`src/rtl/clock_control_if.sv`:
```
// Panel-side signals of the CPU clock controller: raw key/button/halt in; enable, mode and step count out.
interface clock_control_if #(
  parameter int CNT_W = 8
);
  logic             key_i;
  logic             btn_i;
  logic             halt_i;
  logic             clk_en_o;
  logic             mode_o;
  logic [CNT_W-1:0] step_count_o;

  modport master (
    output key_i, btn_i, halt_i,
    input  clk_en_o, mode_o, step_count_o
  );

  modport slave (
    input  key_i, btn_i, halt_i,
    output clk_en_o, mode_o, step_count_o
  );
endinterface

```
`src/rtl/clock_control.sv`:
```
// CPU clock-enable generator: 2-flop sync + debounce on key/button, auto divider or manual single-step.
// Debounced level follows a clean raw edge 2+DEBOUNCE_CYCLES cycles later; a manual pulse follows one cycle after that.
module clock_control #(
  parameter int DEBOUNCE_CYCLES = 16,
  parameter int AUTO_DIV        = 8,
  parameter int CNT_W           = 8
) (
  input  logic             clk,
  input  logic             rst_i,
  clock_control_if.slave   io
);

  localparam int DBW  = (DEBOUNCE_CYCLES > 2) ? $clog2(DEBOUNCE_CYCLES) : 1;
  localparam int DIVW = (AUTO_DIV > 2) ? $clog2(AUTO_DIV) : 1;
  localparam logic [DBW-1:0]  DB_LAST  = DBW'(DEBOUNCE_CYCLES - 1);
  localparam logic [DIVW-1:0] DIV_LAST = DIVW'(AUTO_DIV - 1);

  // Bit 0 carries the mode key, bit 1 the step button.
  logic [1:0]           sync1_q, sync1_d;
  logic [1:0]           sync2_q, sync2_d;
  logic [1:0]           db_q, db_d;
  logic [1:0][DBW-1:0]  dbc_q, dbc_d;
  logic                 btn_prev_q, btn_prev_d;
  logic [DIVW-1:0]      div_q, div_d;
  logic                 clk_en_q, clk_en_d;
  logic [CNT_W-1:0]     step_q, step_d;

  logic                 mode_chg;
  logic                 btn_rise;

  always_comb begin
    sync1_d = {io.btn_i, io.key_i};
    sync2_d = sync1_q;
    db_d    = db_q;
    dbc_d   = '0;
    for (int i = 0; i < 2; i++) begin
      if (sync2_q[i] != db_q[i]) begin
        if (dbc_q[i] == DB_LAST) begin
          db_d[i] = ~db_q[i];
        end else begin
          dbc_d[i] = dbc_q[i] + 1'b1;
        end
      end
    end
  end

  assign mode_chg   = db_d[0] != db_q[0];
  assign btn_rise   = db_q[1] & ~btn_prev_q;
  assign btn_prev_d = db_q[1];

  // Events coinciding with a mode flip are dropped; halt masks the pulse but not the divider.
  always_comb begin
    div_d    = '0;
    clk_en_d = 1'b0;
    if (!mode_chg && !db_q[0]) begin
      div_d    = (div_q == DIV_LAST) ? '0 : div_q + 1'b1;
      clk_en_d = (div_q == DIV_LAST) && !io.halt_i;
    end
    if (!mode_chg && db_q[0] && btn_rise && !io.halt_i) begin
      clk_en_d = 1'b1;
    end
    step_d = step_q + CNT_W'(clk_en_q);
  end

  always_ff @(posedge clk or posedge rst_i) begin
    if (rst_i) begin
      sync1_q    <= '0;
      sync2_q    <= '0;
      db_q       <= '0;
      dbc_q      <= '0;
      btn_prev_q <= 1'b0;
      div_q      <= '0;
      clk_en_q   <= 1'b0;
      step_q     <= '0;
    end else begin
      sync1_q    <= sync1_d;
      sync2_q    <= sync2_d;
      db_q       <= db_d;
      dbc_q      <= dbc_d;
      btn_prev_q <= btn_prev_d;
      div_q      <= div_d;
      clk_en_q   <= clk_en_d;
      step_q     <= step_d;
    end
  end

  assign io.clk_en_o     = clk_en_q;
  assign io.mode_o       = db_q[0];
  assign io.step_count_o = step_q;

endmodule

```
`src/flat_wrapper.sv`:
```
// flat-port wrapper written by rule: the top's interface ports become plain ports
module clock_control_flat 
#(
  parameter int DEBOUNCE_CYCLES = 16,
  parameter int AUTO_DIV        = 8,
  parameter int CNT_W           = 8
)
  (clk, rst_i, io_key_i, io_btn_i, io_halt_i, io_clk_en_o, io_mode_o, io_step_count_o);
  clock_control_if #(.CNT_W(CNT_W)) io_i ();
  input  logic clk;
  input  logic rst_i;
  input wire logic [$bits(io_i.key_i)-1:0] io_key_i;
  input wire logic [$bits(io_i.btn_i)-1:0] io_btn_i;
  input wire logic [$bits(io_i.halt_i)-1:0] io_halt_i;
  output wire logic [$bits(io_i.clk_en_o)-1:0] io_clk_en_o;
  output wire logic [$bits(io_i.mode_o)-1:0] io_mode_o;
  output wire logic [$bits(io_i.step_count_o)-1:0] io_step_count_o;
  assign io_i.key_i = io_key_i;
  assign io_i.btn_i = io_btn_i;
  assign io_i.halt_i = io_halt_i;
  assign io_clk_en_o = io_i.clk_en_o;
  assign io_mode_o = io_i.mode_o;
  assign io_step_count_o = io_i.step_count_o;
  clock_control #(.DEBOUNCE_CYCLES(DEBOUNCE_CYCLES), .AUTO_DIV(AUTO_DIV), .CNT_W(CNT_W)) u_core (.clk(clk), .rst_i(rst_i), .io(io_i));
endmodule
```
`config.mk`:
```
export PLATFORM = sky130hd
export DESIGN_NAME = clock_control_flat
export DESIGN_NICKNAME = d
export VERILOG_FILES = /design/src/rtl/clock_control_if.sv /design/src/rtl/clock_control.sv /design/src/flat_wrapper.sv
export SDC_FILE = /design/constraint.sdc
export NUM_CORES = 1
export LEC_CHECK = 0
export CORE_AREA = 3 3 68 70
export CTS_BUF_LIST = sky130_fd_sc_hd__clkbuf_4 sky130_fd_sc_hd__clkbuf_8 sky130_fd_sc_hd__clkbuf_16
export CTS_CLUSTER_SIZE = 24
export DETAILED_ROUTE_END_ITERATION = 8
export DIE_AREA = 0 0 71 73
export PLACE_DENSITY = 0.54
export SLEW_MARGIN = 25
export SYNTH_ARGS = -nofsm -noshare
export SYNTH_HDL_FRONTEND = slang
export SYNTH_SLANG_ARGS = --single-unit
```
`constraint.sdc`:
```
create_clock -name clk -period 1.4 [get_ports clk]
set_input_delay 0.35 -clock clk [delete_from_list [all_inputs] [get_ports clk]]
set_output_delay 0.35 -clock clk [all_outputs]
set_load 0.1 [all_outputs]
```
==> flow_summary.json, run 1 <==
{
  "outcome": "finished, final reports clean",
  "std_cell_rows": 23,
  "grt_pass1_wl_mm": 3.00,
  "clk_latency_ns": 0.27,
  "rr_worst_depth": 3,
  "synth.net_count": 90,
  "endpoint_kind": "output pin",
  "synth_area_sq_um": 1060,
  "power.switching_uw": 768,
  "p_clk_frac": 0.217,
  "rsz0062_at_grt": "false",
  "met3_usage": 0.0220,
  "hpwl_mm": 1.23,
  "sw_frac_of_total": 0.363,
  "skew_ns": 0.000784,
  "cp_cell_sequence": "buf_12",
  "initial_core_util": 0.264,
  "finalSetupViolations": 0,
  "gp_congestion": 0.662,
  "period_minus_slack_ns": 1.31,
  "yosysTopAreaCellShare": 0.635,
  "die_area_sq_um": 5180,
  "path_delay_family": "flip-flops",
  "grt_max_degree": 28,
  "synthTopCellsByCount": "dfrtp_1, xnor2_1, nand3_1",
  "leakagePower_uw": 0.000623,
  "synth_edf_count": 0,
  "cp-startpoint": "u_core.io.clk_en_o$_DFF_PP0_",
  "chipHeight_microns": 73,
  "drc_errors": 0,
  "maxSlewHeadroom": 0.765,
  "period_share": 0.937,
  "wl_per_cell_microns": 11.3,
  "hold_path_depth": 0,
  "ctsLongestPathBuffers": 2,
  "cts_tree": "yes",
  "synthCells": 79,
  "holdPathEnd": "u_core.sync2_q[0]$_DFF_PP0_",
  "r2r_start": "u_core.dbc_q[0]$_DFF_PP0_",
  "ys_types": 22,
  "critical_path_required_ns": 1.05,
  "yosysMostFrequentCell": "dfrtp_1",
  "cts_setup_buffers": 0,
  "die_x_microns": 71,
  "via_per_inst": 4.22,
  "io_buffers": 14,
  "start_kind": "register",
  "clock.fmax_mhz": 762,
  "internal_power_uw": 1350,
  "synthTopCellsByArea": "dfrtp_1, xnor2_1, ha_1, nand3_1, a21oi_1",
  "hold_path_class": "register to register",
  "yosysSeqAreaShare": 0.635,
  "worstPathArrival_ns": 0.96,
  "h-tree-depth": 1,
  "ctsResizeCount": 0,
  "crit_fanout": 2,
  "worst_pin_slew_ns": 0.350,
  "n_antenna_cell": 0,
  "power_density_nw_per_um2": 1440,
  "ctsHoldBuffers": 0,
  "syn_area_per_cell_sq_um": 13.5,
  "clk_pin_slew_ns": 0.09,
  "slew_viol_final": 0,
  "antenna_found_initial": 0,
  "cp.depth": 1,
  "slowest_stage": "dfrtp_4",
  "tns_ns": 0,
  "synthFlopType": "dfrtp_1",
  "grt_usage": 0.0749,
  "wirelength_mm": 1.68,
  "ioPinCount": 15,
  "grt_overflow": 0,
  "hp-start": "u_core.sync1_q[0]$_DFF_PP0_",
  "grt_use_met2": 0.117,
  "numCtsBuffers": 3,
  "grt_pass1_vias": 666,
  "grt-busiest-layer": "met2",
  "dr.first_iter.drc_count": 28,
  "critPathBufInv": 1,
  "drive_above_1_share": 0.276,
  "route.vias.total": 625,
  "use_met1": 0.0891,
  "comb_power_share": 0.317,
  "drt_pre_antenna_iters": 3,
  "total_power_uw": 2120,
  "cts_sinks": 27,
  "reg2reg_slack_ns": 0.13,
  "ir_worst_vdd_mv": 0.409,
  "critPathMaxStageDelay_ns": 0.51,
  "nets": 110,
  "crit_type": "register to output pin",
  "async_flop_share": 1.00,
  "cts_root_buf": "clkbuf_8",
  "yosys_warnings": 0,
  "finalHoldViolCount": 0,
  "synth_area_leader_cell": "dfrtp_1",
  "ys_ff_latch": 27,
  "seqPwrFrac": 0.467,
  "area_growth_pct": 37.6,
  "maxCapViolCount": 0,
  "core_sq_um": 4030,
  "r2r-end": "u_core.db_q[0]$_DFF_PP0_",
  "ant_nets": 0
}
-- layout by cell type (no fill, tap or decap), drive strengths merged --
cell,n
ha,6
and3,2
a21oi,4
and2b,1
nand3b,1
and2,2
nor3b,2
o2111ai,1
xnor2,9
mux2,2
nor2b,1
nand2,1
dfrtp,27
a311oi,1
nand4b,2
nand3,7
buf,11
xor2,1
inv,3
o21ai,2
clkdlybuf4s50,4
clkbuf,4
a41oi,1
nor2,3
-- area by class of cell --
class	instances	area [sq um]
Clock buffer	4	48.8
Fill cell	395	2560
Inverter	3	11.3
Multi-Input combinational cell	49	390
Sequential cell	27	692
Tap cell	50	62.6
Timing Repair Buffer	15	260
-- state kept, by name, indices dropped and copies added (netlist names) --
name and count:
u_core.btn_prev_q 1, u_core.db_q 2, u_core.dbc_q 8, u_core.div_q 3, u_core.io.clk_en_o 1, u_core.io.step_count_o 8, u_core.sync1_q 2, u_core.sync2_q 2
-- worst max path at each step --
| stage | endpoint | slack, ns |
|---|---|---|
| 2_1_floorplan | u_core.io.step_count_o[6]$_DFF_PP0_ | 0.04 |
| 3_3_place_gp | u_core.db_q[0]$_DFF_PP0_ | 0.19 |
| 3_5_place_dp | u_core.db_q[0]$_DFF_PP0_ | 0.14 |
| 4_1_cts | io_clk_en_o | 0.07 |
| 5_1_grt | io_clk_en_o | 0.06 |
| 6_report | io_clk_en_o | 0.09 |
-- stage by stage --
| step | utilization | instances | instance area, sq um | hold slack [ns] | setup slack, ns |
|---|---|---|---|---|---|
| final | 0.364 | 148 | 1470 | 0.353 | 0.0876 |
| after global routing | 0.364 | 148 | 1470 | 0.363 | 0.0584 |
| after CTS | 0.364 | 148 | 1470 | 0.356 | 0.0698 |
| after detailed placement | 0.352 | 144 | 1420 | 0.335 | 0.144 |
| after global placement | 0.352 | 144 | 1420 | 0.333 | 0.188 |
| after floorplan | - | 79 | 1090 | 0.331 | 0.0446 |
-- cell families (layout without fill, tap and decap cells) --
group           after synthesis  count (layout)  synth area share
xor+xnor                     10              10            0.0823
simple gates                 22              22             0.121
mux                           2               2            0.0212
fa+ha+maj                     6               6            0.0705
flops                        27              27             0.635
buf+inv                       3              22            0.0106
compound gates                9               9            0.0599
-- power groups by stage --
stage          Combinational (uW)  Clock, uW  Sequential [uW]
6_report                      670        459              987
3_5_place_dp                  679          0             1000
3_3_place_gp                  669          0             1000
4_1_cts                       680        483              988
5_1_grt                       703        516              999
2_1_floorplan                82.0          0             1310
-- layer usage --
metal | vias to the layer above | routed length [microns] | part of all wire
li1 | 313 | - | -
met1 | 297 | 760 | 0.45
met2 | 11 | 804 | 0.48
met3 | 4 | 77 | 0.046
met4 | 0 | 36 | 0.021
met5 | - | 0 | 0
No activity file was read; power rests on OpenSTA's default activity.
==> inputs of run 2 (changes only) <==
--- a/config.mk
+++ b/config.mk
@@ -5,12 +5,12 @@
 export SDC_FILE = /design/constraint.sdc
 export NUM_CORES = 1
 export LEC_CHECK = 0
-export CORE_AREA = 3 3 68 70
+export CORE_AREA = 3 3 56 58
 export CTS_BUF_LIST = sky130_fd_sc_hd__clkbuf_4 sky130_fd_sc_hd__clkbuf_8 sky130_fd_sc_hd__clkbuf_16
 export CTS_CLUSTER_SIZE = 24
 export DETAILED_ROUTE_END_ITERATION = 8
-export DIE_AREA = 0 0 71 73
-export PLACE_DENSITY = 0.54
+export DIE_AREA = 0 0 59 61
+export PLACE_DENSITY = 0.7
 export SLEW_MARGIN = 25
 export SYNTH_ARGS = -nofsm -noshare
 export SYNTH_HDL_FRONTEND = slang
==> run 2 against run 1 <==
Non-clock buffer count unchanged. Global-route usage up 3.3 points. Clock skew up 0.0016 ns. Cell area down 3.1%. Sequential cell count unchanged. Via count up 4.6%. Maximum frequency down 5.2%. Wire length down 6.6%. Critical path depth unchanged.
==> flow_summary.json, run 2 (synthesis gave the netlist of run 1 again) <==
{
  "outcome": "finished, final reports clean",
  "hpwl_mm": 1.18,
  "worst_pin_slew_ns": 0.338,
  "rsz0062_at_grt": "true",
  "chipHeight_microns": 61,
  "critical_path_required_ns": 1.05,
  "maxCapViolCount": 0,
  "postLayoutCellArea_sq_um": 1420,
  "std_cell_rows": 19,
  "via_per_inst": 5.07,
  "cts_setup_buffers": 0,
  "ant_nets": 0,
  "placed_cell_area_sq_um": 1390,
  "cp_cell_sequence": "buf_12",
  "final_cell_mix": "dfrtp_1, buf_12, xnor2_1, nand3_1, dfrtp_2",
  "power_density_nw_per_um2": 1400,
  "h-tree-depth": 1,
  "place_ws_ns": 0.143,
  "ioPinCount": 15,
  "ctsResizeCount": 0,
  "start_kind": "register",
  "nets": 110,
  "grt_pass1_wl_mm": 2.86,
  "cts_root_buf": "clkbuf_4",
  "gp_congestion": 0.687,
  "cts_sinks": 27,
  "finalSetupViolations": 0,
  "hold_path_class": "input port to asynchronous set/reset pin",
  "initial_core_util": 0.393,
  "layout_commonest_cell": "dfrtp_1",
  "path_delay_family": "flip-flops",
  "wl_per_cell_microns": 12.2,
  "endpoint_kind": "output pin",
  "grt_overflow": 0,
  "slowest_stage": "dfrtp_4",
  "skew_ns": 0.00238,
  "worstPathArrival_ns": 1.03,
  "period_minus_slack_ns": 1.38,
  "area_growth_pct": 33.4,
  "ir_worst_vdd_mv": 1.14,
  "drc_errors": 0,
  "ctsLongestPathBuffers": 2,
  "io_buffers": 14,
  "n_antenna_cell": 0,
  "total_power_uw": 1990,
  "core_sq_um": 2710,
  "crit_fanout": 2,
  "drive_above_1_share": 0.276,
  "grt_usage": 0.108,
  "die_area_sq_um": 3600,
  "critPathBufInv": 1,
  "dr.first_iter.drc_count": 17,
  "grt_pass1_vias": 691,
  "ctsHoldBuffers": 0,
  "antenna_found_initial": 0,
  "maxSlewHeadroom": 0.773,
  "cts_tree": "yes",
  "fillers": 254,
  "drt_pre_antenna_iters": 4,
  "slew_viol_final": 0,
  "grt_max_degree": 28,
  "crit_type": "register to output pin",
  "clk_pin_slew_ns": 0.14,
  "period_share": 0.989,
  "finalHoldViolCount": 0,
  "clk_latency_ns": 0.33,
  "route.vias.total": 654,
  "die_x_microns": 59,
  "critPathMaxStageDelay_ns": 0.53,
  "wirelength_mm": 1.57,
  "leakagePower_uw": 0.000615,
  "clock.fmax_mhz": 722,
  "final.setup.worst_slack_ns": 0.0155,
  "numCtsBuffers": 3
}
-- run 2: cell types whose count changed in the layout (fill, tap and decap cells not counted) --
cell      before  now
clkbuf_8       3    0
clkbuf_4       1    3
clkinv_2       0    1
-- run 2: layer usage --
| metal | up-vias | part of all wire | GRT usage |
|---|---|---|---|
| met5 | - | 0 | 0 |
| met2 | 17 | 0.47 | 0.167 |
| met1 | 323 | 0.44 | 0.136 |
| met3 | 4 | 0.057 | 0.0191 |
| li1 | 310 | - | - |
| met4 | 0 | 0.028 | 0.0777 |
-- run 2: final timing paths --
| check | depth (start not counted) | start | slack, ns | to |
|---|---|---|---|---|
| max | 1 | u_core.io.step_count_o[0]$_DFF_PP0_ | 0.02 | io_step_count_o[0] |
| min in group clk | 0 | u_core.sync1_q[0]$_DFF_PP0_ | 0.37 | u_core.sync2_q[0]$_DFF_PP0_ |
| max in group asynchronous | 3 | rst_i | 0.91 | u_core.io.clk_en_o$_DFF_PP0_ |
| min | 3 | rst_i | 0.33 | u_core.io.step_count_o[7]$_DFF_PP0_ |
| min reg2reg | 0 | u_core.sync1_q[0]$_DFF_PP0_ | 0.37 | u_core.sync2_q[0]$_DFF_PP0_ |
| max reg2reg | 3 | u_core.dbc_q[0]$_DFF_PP0_ | 0.14 | u_core.db_q[0]$_DFF_PP0_ |
-- run 2: area by class of cell --
type | count | area (sq um) | area share
sequential | 27 | 692 | 0.487
clock buffer | 3 | 22.5 | 0.0159
tap | 31 | 38.8 | 0.0273
clock inverter | 1 | 5.00 | 0.00352
inverter | 3 | 11.3 | 0.00793
multi-input combinational | 49 | 390 | 0.275
timing repair buffer | 15 | 260 | 0.183
-- run 2: report_power, final --
| group | switching (uW) | leakage, uW | internal, uW |
|---|---|---|---|
| registers | 106 | 0.000339 | 878 |
| logic | 421 | 0.000258 | 244 |
| clock network | 228 | 0.0000177 | 107 |
-- run 2: stage by stage --
stage	cells	hold WS (ns)	utilization	setup TNS [ns]
floorplan	79	0.331	-	0
global placement	125	0.335	0.514	0
detailed placement	125	0.340	0.514	0
CTS	129	0.325	0.524	0
global route	129	0.323	0.524	-0.0489
finish	129	0.325	0.524	0
